`src/rtl/pc_sequencer.sv`:
```
// Program-counter sequencer: branch/jump/call/return redirect with a post-redirect flush window.
// Optional return-address stack is built only when RAS_EN is defined.
module pc_sequencer #(
  parameter int DATA_W    = 8,
  parameter int PC_W      = 8,
  parameter int RAS_DEPTH = 4,
  parameter int FLUSH_LEN = 1,
  parameter int RESET_PC  = 0
) (
  input  logic              clk,
  input  logic              reset_n,
  input  logic              stall,
  input  logic              valid,
  input  logic [2:0]        op,
  input  logic [DATA_W-1:0] x,
  input  logic [PC_W-1:0]   off,
  output logic [PC_W-1:0]   pc,
  output logic              taken,
  output logic              flush,
  output logic              ras_ovf,
  output logic              ras_unf
);

  localparam logic [2:0] OP_NONE = 3'b000;
  localparam logic [2:0] OP_BEZ  = 3'b001;
  localparam logic [2:0] OP_BNZ  = 3'b010;
  localparam logic [2:0] OP_BLTZ = 3'b011;
  localparam logic [2:0] OP_JA   = 3'b100;
  localparam logic [2:0] OP_CALL = 3'b101;
  localparam logic [2:0] OP_RET  = 3'b110;
  localparam int FC_W = (FLUSH_LEN > 1) ? $clog2(FLUSH_LEN + 1) : 1;

  logic [PC_W-1:0] pc_q, pc_d;
  logic [FC_W-1:0] fc_q, fc_d;
  logic            taken_q, taken_d;
  logic            accept;
  logic [2:0]      op_eff;
  logic [PC_W-1:0] pc_inc, pc_tgt, ras_top;
  logic            cond_taken, ret_hit;

  assign accept = reset_n && !stall && valid && (fc_q == '0);
  assign op_eff = accept ? op : OP_NONE;
  assign pc_inc = pc_q + PC_W'(1);
  assign pc_tgt = pc_q + off;

  always_comb begin
    cond_taken = 1'b0;
    case (op_eff)
      OP_BEZ:  cond_taken = (x == '0);
      OP_BNZ:  cond_taken = (x != '0);
      OP_BLTZ: cond_taken = x[DATA_W-1];
      OP_JA:   cond_taken = 1'b1;
      OP_CALL: cond_taken = 1'b1;
      default: cond_taken = 1'b0;
    endcase
  end

`ifdef RAS_EN
  localparam int PTR_W = (RAS_DEPTH > 1) ? $clog2(RAS_DEPTH) : 1;
  localparam int CNT_W = $clog2(RAS_DEPTH + 1);

  logic [PC_W-1:0]  ras_mem_q [RAS_DEPTH];
  logic [PTR_W-1:0] sp_q, sp_d, sp_inc, sp_dec;
  logic [CNT_W-1:0] cnt_q, cnt_d;
  logic             push, ras_full, ras_empty;
  logic             ovf_q, ovf_d, unf_q, unf_d;

  // sp_q points at the next free slot; the ring overwrites the oldest entry when full
  assign sp_inc    = (sp_q == PTR_W'(RAS_DEPTH - 1)) ? '0 : sp_q + PTR_W'(1);
  assign sp_dec    = (sp_q == '0) ? PTR_W'(RAS_DEPTH - 1) : sp_q - PTR_W'(1);
  assign ras_full  = (cnt_q == CNT_W'(RAS_DEPTH));
  assign ras_empty = (cnt_q == '0);
  assign ras_top   = ras_mem_q[sp_dec];
  assign push      = (op_eff == OP_CALL);
  assign ret_hit   = (op_eff == OP_RET) && !ras_empty;
  assign ovf_d     = push && ras_full;
  assign unf_d     = (op_eff == OP_RET) && ras_empty;

  always_comb begin
    sp_d  = sp_q;
    cnt_d = cnt_q;
    if (push) begin
      sp_d  = sp_inc;
      cnt_d = ras_full ? cnt_q : cnt_q + CNT_W'(1);
    end else if (ret_hit) begin
      sp_d  = sp_dec;
      cnt_d = cnt_q - CNT_W'(1);
    end
  end

  always_ff @(posedge clk) begin
    if (push) ras_mem_q[sp_q] <= pc_inc;
  end

  always_ff @(posedge clk) begin
    if (!reset_n) begin
      sp_q  <= '0;
      cnt_q <= '0;
      ovf_q <= 1'b0;
      unf_q <= 1'b0;
    end else begin
      sp_q  <= sp_d;
      cnt_q <= cnt_d;
      ovf_q <= ovf_d;
      unf_q <= unf_d;
    end
  end

  assign ras_ovf = ovf_q;
  assign ras_unf = unf_q;
`else
  logic [31:0] unused_ras_depth;
  assign unused_ras_depth = RAS_DEPTH;
  assign ret_hit = 1'b0;
  assign ras_top = '0;
  assign ras_ovf = 1'b0;
  assign ras_unf = 1'b0;
`endif

  assign taken_d = cond_taken | ret_hit;

  always_comb begin
    pc_d = pc_q;
    fc_d = fc_q;
    if (!stall) begin
      if (ret_hit)         pc_d = ras_top;
      else if (cond_taken) pc_d = pc_tgt;
      else                 pc_d = pc_inc;
      // a redirect can only happen with the counter already at zero
      if (taken_d)            fc_d = FC_W'(FLUSH_LEN);
      else if (fc_q != '0)    fc_d = fc_q - FC_W'(1);
    end
  end

  always_ff @(posedge clk) begin
    if (!reset_n) begin
      pc_q    <= PC_W'(RESET_PC);
      fc_q    <= '0;
      taken_q <= 1'b0;
    end else begin
      pc_q    <= pc_d;
      fc_q    <= fc_d;
      taken_q <= taken_d;
    end
  end

  assign pc    = pc_q;
  assign taken = taken_q;
  assign flush = (fc_q != '0);

endmodule

```
`config.mk`:
```
export PLATFORM = sky130hd
export DESIGN_NAME = pc_sequencer
export DESIGN_NICKNAME = d
export VERILOG_FILES = /design/src/rtl/pc_sequencer.sv
export SDC_FILE = /design/constraint.sdc
export NUM_CORES = 1
export LEC_CHECK = 0
export BUFFER_PORTS_ARGS = -buffer_cell sky130_fd_sc_hd__clkbuf_2
export CORE_AREA = 2 2 47 49
export DETAILED_ROUTE_END_ITERATION = 7
export DIE_AREA = 0 0 49 51
export HOLD_SLACK_MARGIN = 0.06
export PLACE_DENSITY = 0.74
export SYNTH_ARGS = -nofsm -noshare
export SYNTH_HDL_FRONTEND = slang
export SYNTH_SLANG_ARGS = --single-unit
export TNS_END_PERCENT = 20
```
`constraint.sdc`:
```
create_clock -name clk -period 2.7 [get_ports clk]
set_input_delay 0.54 -clock clk [delete_from_list [all_inputs] [get_ports clk]]
set_output_delay 0.54 -clock clk [all_outputs]
set_load 0.03 [all_outputs]
```
==> impl_metrics.tcl, run 1 <==
set metrics [dict create \
    grt_start_max_net_pins 17 \
    firstDrtPassIters 2 \
    clock.fmax_mhz 366 \
    period_needed_ns 2.73 \
    worstPathArrival_ns 2.94 \
    leakage_nw 0.582 \
    die_area_mm2 0.00250 \
    irDropWorstVdd_mv 0.263 \
    path_cells "clkbuf_2, nor4_4, a21oi_1, o211a_1, o21a_4, and2_4, ha_4, nand3_2, o211ai_2, nor4_2, or3_1, mux2i_1, mux2i_1" \
    critical_path.top_delay_family "simple AND/OR/NAND/NOR gates" \
    cp_max_fo 5 \
    maxCapViolCount 0 \
    status "finished, violations left" \
    drive_gt1_share_pct 52.8 \
    stdcell_area_mm2 0.00124 \
    cpMaxStageDelayCell "or3_1" \
    dieHeight_um 51 \
    cts_tree "built" \
    grt.total_usage_pct 17.7 \
    syn_area_per_cell_um2 8.13 \
    critPathMaxStageDelay_ns 0.30 \
    fin_crit_sh_pct 101 \
    cts_root_buffer "clkbuf_4" \
    antenna_found_initial 0 \
    yosys_warnings 0 \
    wire_per_inst_um 11.5 \
    drt_iter0_markers 11 \
    p_per_area_mw_per_mm2 321 \
    clk_pin_slew_ns 0.07 \
    start_util_pct 37.4 \
    dp_slack_ns -0.455 \
    holdBufCountCts 0 \
    finClkSkew_ns 0.00243 \
    rows 17 \
    synth_seq_cells 10 \
    path_class "input pin to flop" \
    synth_top_area_share_pct 25.9 \
    synthArstFlopShare_pct 0 \
    placed_area_mm2 0.00110 \
    numPortBuffers 32 \
    synth.distinct_cells 31 \
    htree_levels 1 \
    hp-class "flop to flop" \
    finish.net_count 176 \
    crit_top_cell "mux2i_1" \
    cts.sinks 10 \
    syn_area_um2 772 \
    setup_viol 2 \
    n_fill_cell 191 \
    required_ns 2.91 \
    rsz0062_at_grt "true" \
    vias 835 \
    grt_pass1_wl_um 3350 \
    synth_ff_type "dfxtp_1" \
    cts_buffers 3 \
    pin_count 35 \
    p_total_mw 0.400 \
    synth_area_leaders "dfxtp_1 26%, ha_1 11%, and2_1 7.3%" \
    gp_congestion 0.854 \
    drv_slew 0 \
    ys_seq_area_share_pct 25.9 \
    vias_per_cell 4.85 \
    antenna_cells 0 \
    grt_pass1_vias 817 \
    setup_slack_ns -0.0311 \
    violations "negative setup slack" \
    dp_hpwl_um 1480 \
    area_growth_pct 61.1 \
    cp-end-kind "flop" \
    grt-ovfl-total 0 \
    startpoint_type "input pin" \
    synth-edff-count 0 \
    die_width_um 49 \
    core_mm2 0.00206 \
    syn_inst 95 \
    clk_path_buf_depth 2 \
    cp_num_buf_inv 1 \
    hold_viol 0 \
    yosysTopAreaCell "dfxtp_1" \
    drt_wl_total_um 1980 \
    clk_latency_ns 0.28 \
    ant_nets 0 \
    drc 0 \
]
[per-layer routing]
metal,global-route usage (%),part of all wire (%)
met5,0,0
met4,12.9,3.8
met3,4.68,6.4
met2,30.4,48
met1,18.8,42
[stage by stage]
step           hold WS [ns]  utilization, %  instances  TNS (ns)
6_report              0.478            60.3        172   -0.0609
3_3_place_gp          0.456            53.5        162     -1.20
5_1_grt               0.519            60.3        172    -0.605
2_1_floorplan         0.588               -         96    -0.198
3_5_place_dp          0.471            53.5        162     -1.64
4_1_cts               0.486            57.9        171   -0.0523
[worst paths after layout]
| kind | endpoint | from | depth (start not counted) | slack [ns] |
|---|---|---|---|---|
| hold reg to reg | pc[7] | pc[7] | 2 | 0.48 |
| hold / removal | pc[7] | pc[7] | 2 | 0.48 |
| setup reg to reg | pc[6] | flush | 11 | 0.25 |
| setup / recovery | pc[7] | x[6] | 13 | -0.03 |
[flip-flops by register name, indices dropped and copies added, names as in the netlist]
signal	count
pc	8
flush	1
taken	1
[worst register-to-register path: stages, from the launching register on]
cell and delay (ns):
dfxtp_1 0.33, nor3_1 0.42, o21a_4 0.25, nand2b_1 0.07
ha_2 0.19, inv_2 0.06, fa_2 0.21, nor2b_2 0.04
o21ai_1 0.21, a21boi_2 0.09, o21a_1 0.20, o311ai_1 0.28
[layout make-up]
class / count / area (µm²) / share of cell area (%)
repair buffers: 48 / 280 / 22.5
flip-flops and latches: 10 / 200 / 16.1
clock buffers: 4 / 36.3 / 2.92
well taps: 28 / 35.0 / 2.82
multi-input cells: 76 / 669 / 53.8
inverters: 6 / 22.5 / 1.81
[cell usage after synthesis (3+ instances only)]
| library cell | number |
|---|---|
| a21oi_1 | 4 |
| and2_1 | 9 |
| clkbuf_1 | 3 |
| dfxtp_1 | 10 |
| ha_1 | 7 |
| inv_1 | 6 |
| mux2i_1 | 3 |
| nand2_1 | 10 |
| nand3_1 | 3 |
| nor2_1 | 3 |
| o21ai_0 | 7 |
| or3_1 | 3 |
| xor2_1 | 3 |
[layout by cell type (no fill, tap or decap), types with 2 or more instances in the layout]
master    Yosys  final
a21oi_1       4      2
a21oi_4       0      2
and2_1        9      6
and2_4        0      3
buf_4         2     16
clkbuf_2      0     32
clkbuf_4      0      3
conb_1        1      2
dfxtp_1      10     10
ha_1          7      2
ha_4          0      4
inv_1         6      4
inv_2         0      2
mux2i_1       3      3
nand2_1      10      9
nand2b_1      2      2
nand3_1       3      2
nor2_1        3      2
nor3_1        2      2
o211ai_2      2      2
o21a_4        0      2
o21ai_0       7      3
o21ai_1       0      4
or3_1         3      3
xor2_1        3      3
[where the power goes]
group | switching (mW) | internal (mW) | total [mW]
registers | 0.00542 | 0.153 | 0.158
clock network | 0.0623 | 0.0822 | 0.144
logic | 0.0512 | 0.0460 | 0.0972
total | 0.119 | 0.281 | 0.400
[cells by family after synthesis]
kind of cell	Yosys count	share of synthesized area, %
AND/OR/NAND/NOR	39	28.0
AO/OA/AOI/OAI	20	18.0
buffers and inverters	11	6.32
flip-flops	10	25.9
adder cells (fa/ha/maj)	8	13.9
XOR/XNOR	3	3.40
multiplexers	3	3.89
other	1	0.486
[repair_timing]
item	CTS	global route
gates cloned	1	0
buffers inserted	4	1
pin swaps	12	3
setup endpoints to repair	3	4
resized for setup	10	9
No activity file was read; power rests on OpenSTA's default activity.
==> run 2, diff against run 1 <==
- REMOVE_ABC_BUFFERS: unset -> 1
==> run 2 against run 1 <==
Effect of this change:
- the flow still finishes with violations (negative setup slack)
- largest cell class unchanged
- count of clock-buffer cells in the layout unchanged
- design area is 1.8% higher
- largest power group unchanged
- clock skew decreased by 0.00097 ns
- combinational power is 2% higher
- total power grew 0.57%
- via count is 4.8% higher
- non-clock buffer count up 4
- maximum frequency rose by 0.53%
- utilization grew 1.1 points
==> impl_metrics.tcl, run 2 (synthesis results as in run 1) <==
set metrics [dict create \
    clk_latency_ns 0.28 \
    violations "negative setup slack" \
    core_mm2 0.00206 \
    cts_buffers 3 \
    setup_viol 4 \
    die_area_mm2 0.00250 \
    fin_crit_sh_pct 101 \
    holdBufCountCts 0 \
    drv_slew 0 \
    maxCapViolCount 0 \
    grt_start_max_net_pins 17 \
    dp_hpwl_um 1500 \
    p_total_mw 0.402 \
    gp_congestion 0.875 \
    rows 17 \
    irDropWorstVdd_mv 0.216 \
    vias 875 \
    numPortBuffers 32 \
    largest_reg_flops 8 \
    grt_pass1_vias 756 \
    placed_area_mm2 0.00106 \
    cts_tree "built" \
    drive_gt1_share_pct 53.7 \
    antenna_found_initial 0 \
    status "finished, violations left" \
    grt-ovfl-total 0 \
    leakage_nw 0.600 \
    critPathMaxStageDelay_ns 0.30 \
    antenna_cells 0 \
    stdcell_area_mm2 0.00127 \
    grt.total_usage_pct 17.7 \
    clock.fmax_mhz 368 \
    hold_viol 0 \
    path_class "input pin to flop" \
    drc 0 \
    start_util_pct 37.4 \
    layout_commonest_cell "clkbuf_2" \
    dieHeight_um 51 \
    cp_num_buf_inv 1 \
    clk_pin_slew_ns 0.08 \
    cts.sinks 10 \
    cts_root_buffer "clkbuf_4" \
    die_width_um 49 \
    cp-end-kind "flop" \
    p_per_area_mw_per_mm2 317 \
    pin_count 35 \
    startpoint_type "input pin" \
    path_cells "buf_6, nor4_4, a21oi_1, o211a_1, o21a_4, and2_4, ha_4, nand3_4, o211ai_2, nor4_2, or3_1, mux2i_1, mux2i_1" \
    period_needed_ns 2.72 \
    wl_met1_um 961 \
    drt_wl_total_um 2270 \
    rsz0062_at_grt "true" \
    required_ns 2.91 \
    hp-class "flop to flop" \
    wl_met2_um 1090 \
    crit_top_cell "mux2i_1" \
    clk_path_buf_depth 2 \
    met3WireLength_um 189 \
    worstPathArrival_ns 2.93 \
    vias_per_cell 5.00 \
    critical_path.top_delay_family "simple AND/OR/NAND/NOR gates" \
    area_growth_pct 64.0 \
    firstDrtPassIters 4 \
    grt_pass1_wl_um 3390 \
    cp_max_fo 7 \
    final_cell_mix "31 x clkbuf_2, 19 x buf_4, 10 x dfxtp_1" \
    htree_levels 1 \
    cpMaxStageDelayCell "or3_1" \
    drt_iter0_markers 29 \
    wire_per_inst_um 13.0 \
    setup_slack_ns -0.0168 \
    routed.top_layer "met4" \
    finClkSkew_ns 0.00146 \
    ant_nets 0 \
    finish.net_count 179 \
    rrSetupSlack_ns 0.37 \
]
run 2: final cells by class:
cell class	count	area, µm²
tap	28	35.0
inverter	6	22.5
sequential	10	200
clock buffer	4	36.3
fill	181	797
timing repair buffer	52	320
multi-input combinational	75	652
run 2: report_power, final:
| part | switching (mW) | internal (mW) | leakage [nW] |
|---|---|---|---|
| Clock | 0.0635 | 0.0821 | 0.0210 |
| Combinational | 0.0513 | 0.0476 | 0.498 |
| Sequential | 0.00499 | 0.153 | 0.0812 |
run 2: per-layer routing:
metal,vias to the layer above,track usage (%)
met4,0,4.29
met3,4,4.97
met5,-,0
li1,429,-
met2,37,30.6
met1,405,21.8
run 2: final timing paths:
check	from	endpoint	cells after the start
max	x[2]	pc[7]	13
min	pc[7]	pc[7]	2
max reg2reg	flush	pc[5]	12
min reg2reg	pc[7]	pc[7]	2
run 2: what timing repair did:
item	CTS	global route
gates resized for setup	18	12
gates cloned	0	0
endpoints found under the hold margin	0	0
setup endpoints to repair	3	5
buffers inserted	4	1
pin swaps	15	13
run 2: worst reg2reg max path, cell delays in order, from the launching register on:
cell	delay [ns]
dfxtp_1	0.33
nor3_1	0.30
o21a_4	0.24
nand2b_1	0.07
ha_1	0.19
buf_4	0.13
a21oi_2	0.17
o211ai_2	0.13
buf_4	0.15
nor2_1	0.11
xor2_1	0.17
o21ai_0	0.09
and2_1	0.15
run 2: metrics by stage:
stage	cells	setup slack [ns]	util [%]	setup TNS [ns]	hold slack, ns
floorplan	91	-0.209	-	-0.465	0.584
global placement	166	-0.370	51.2	-1.53	0.460
detailed placement	166	-0.458	51.2	-1.94	0.470
CTS	174	-0.0264	58.5	-0.0455	0.480
global route	175	-0.225	61.4	-0.795	0.498
finish	175	-0.0168	61.4	-0.0482	0.473
==> run 3, diff against run 2 <==
- CORE_AREA: 2 2 47 49 -> 2 2 44 46
- DIE_AREA: 0 0 49 51 -> 0 0 46 48
- PLACE_DENSITY: 0.74 -> 0.8
- clock period: 2.7 -> 3.2 ns (I/O delays scaled with it)
==> run 3 against run 2 <==
Effect of this change:
- the flow now finishes without violations
- flip-flop and latch count unchanged
- total power fell by 21%
- critical path depth unchanged
- first-iteration DRC count fell by 83%
- clock skew grew 0.0077 ns
- clock power is 18% lower
- wire length down 21%
- register-to-register slack gained 0.39 ns
- sequential power shrank 16%
==> impl_metrics.tcl, run 3 (synthesis results as in run 1) <==
set metrics [dict create \
    dieHeight_um 48 \
    vias 790 \
    cpMaxStageDelayCell "ha_1" \
    clk_path_buf_depth 2 \
    htree_levels 1 \
    grt_pass1_wl_um 2750 \
    drt_iter0_markers 5 \
    required_ns 3.40 \
    hold_viol 0 \
    clk_latency_ns 0.27 \
    finish.net_count 165 \
    numPortBuffers 32 \
    dp_cells 146 \
    placed_area_um2 976 \
    area_growth_pct 32.3 \
    cp_num_buf_inv 1 \
    critical_path.top_delay_family "simple AND/OR/NAND/NOR gates" \
    antenna_found_initial 0 \
    gp_congestion 0.870 \
    wire_per_inst_um 12.0 \
    dp_hpwl_um 1440 \
    crit_top_cell "mux2i_1" \
    ant_nets 0 \
    firstDrtPassIters 3 \
    postCtsSetupBuffers 0 \
    drt_wl_total_um 1800 \
    path_class "input pin to flop" \
    cts_root_buffer "clkbuf_4" \
    drc 0 \
    p_per_area_mw_per_mm2 312 \
    start_util_pct 45.7 \
    fin_crit_sh_pct 94.3 \
    clk_pin_slew_ns 0.07 \
    path_cells "clkbuf_2, nor4_4, a21oi_1, o211a_1, o21a_2, and2_1, ha_1, nand3_1, o211ai_2, nor4_1, or3_1, mux2i_1, mux2i_1" \
    worstPathArrival_ns 3.22 \
    grt_start_max_net_pins 17 \
    cts.sinks 10 \
    cp_max_fo 9 \
    clock.fmax_mhz 331 \
    drv_slew 0 \
    final_cell_mix "32 x clkbuf_2, 10 x nand2_1, 10 x dfxtp_1" \
    die_area_mm2 0.00221 \
    pin_count 35 \
    cp-end-kind "flop" \
    grt.total_usage_pct 17.4 \
    stdcell_area_mm2 0.00102 \
    startpoint_type "input pin" \
    die_width_um 46 \
    grt-ovfl-total 0 \
    vias_per_cell 5.27 \
    irDropWorstVdd_mv 0.182 \
    tns_ns 0 \
    final_cells 150 \
    antenna_cells 0 \
    cts_tree "built" \
    grt_pass1_vias 692 \
    maxCapViolCount 0 \
    status "complete, no violations" \
    layout_commonest_cell "clkbuf_2" \
    drive_gt1_share_pct 34.6 \
    largest_reg_flops 8 \
    setup_viol 0 \
    leakage_nw 0.527 \
    finClkSkew_ns 0.00915 \
    period_needed_ns 3.02 \
    rows 15 \
    cts_buffers 3 \
    critPathMaxStageDelay_ns 0.34 \
    core_mm2 0.00169 \
    hp-class "flop to flop" \
]
## run 3: cell types whose count changed in the layout (fill, tap and decap cells not counted), moves of 3 or more
cell     previous run  this run
a21oi_1             1         4
a21oi_2             3         0
and2_1              5         9
and2_4              4         0
buf_4              19         6
ha_1                3         7
ha_4                4         0
o21ai_0             3         7
## run 3: per-layer routing
layer | vias up | global-route usage [%] | wire length, µm
li1 | 399 | - | -
met2 | 29 | 31.7 | 864
met4 | 0 | 6.86 | 25
met5 | - | 0 | 0
met3 | 5 | 2.26 | 94
met1 | 357 | 20.6 | 810
## run 3: worst min-delay path, cell delays in order, from the launching register on
cell and delay, ns:
dfxtp_1 0.33, nand2_1 0.06, mux2i_1 0.05
## run 3: power by group
part,internal (mW),switching [mW],total [mW]
Combinational,0.0294,0.0374,0.0668
Clock,0.0692,0.0501,0.119
Sequential,0.129,0.00355,0.132
## run 3: layout make-up
class | instances | area (µm²)
Sequential cell | 10 | 200
Inverter | 6 | 22.5
Timing Repair Buffer | 38 | 205
Tap cell | 17 | 21.3
Clock buffer | 4 | 36.3
Fill cell | 163 | 668
Multi-Input combinational cell | 75 | 536
## run 3: per-stage QoR
step	total power, mW	hold WS (ns)	setup WS [ns]	utilization, %
2_1_floorplan	0.168	0.584	0.191	-
5_1_grt	0.331	0.547	-0.00988	60.4
3_5_place_dp	0.201	0.480	-0.111	57.8
3_3_place_gp	0.199	0.458	0.0231	57.8
6_report	0.318	0.487	0.182	60.4
4_1_cts	0.317	0.492	0.152	59.9
## run 3: repair_timing
item / 4_1_cts / 5_1_grt
setup endpoints to repair: 0 / 2
hold buffers: 0 / 0
hold endpoints to repair: 0 / 0
resized for setup: 0 / 1
## run 3: worst paths after layout
kind              startpoint     to  slack (ns)  cells after the start
hold reg to reg        pc[7]  pc[7]        0.49                      2
setup reg to reg       flush  pc[7]        0.76                     11
hold / removal         pc[7]  pc[7]        0.49                      2
setup / recovery        x[2]  pc[7]        0.18                     13
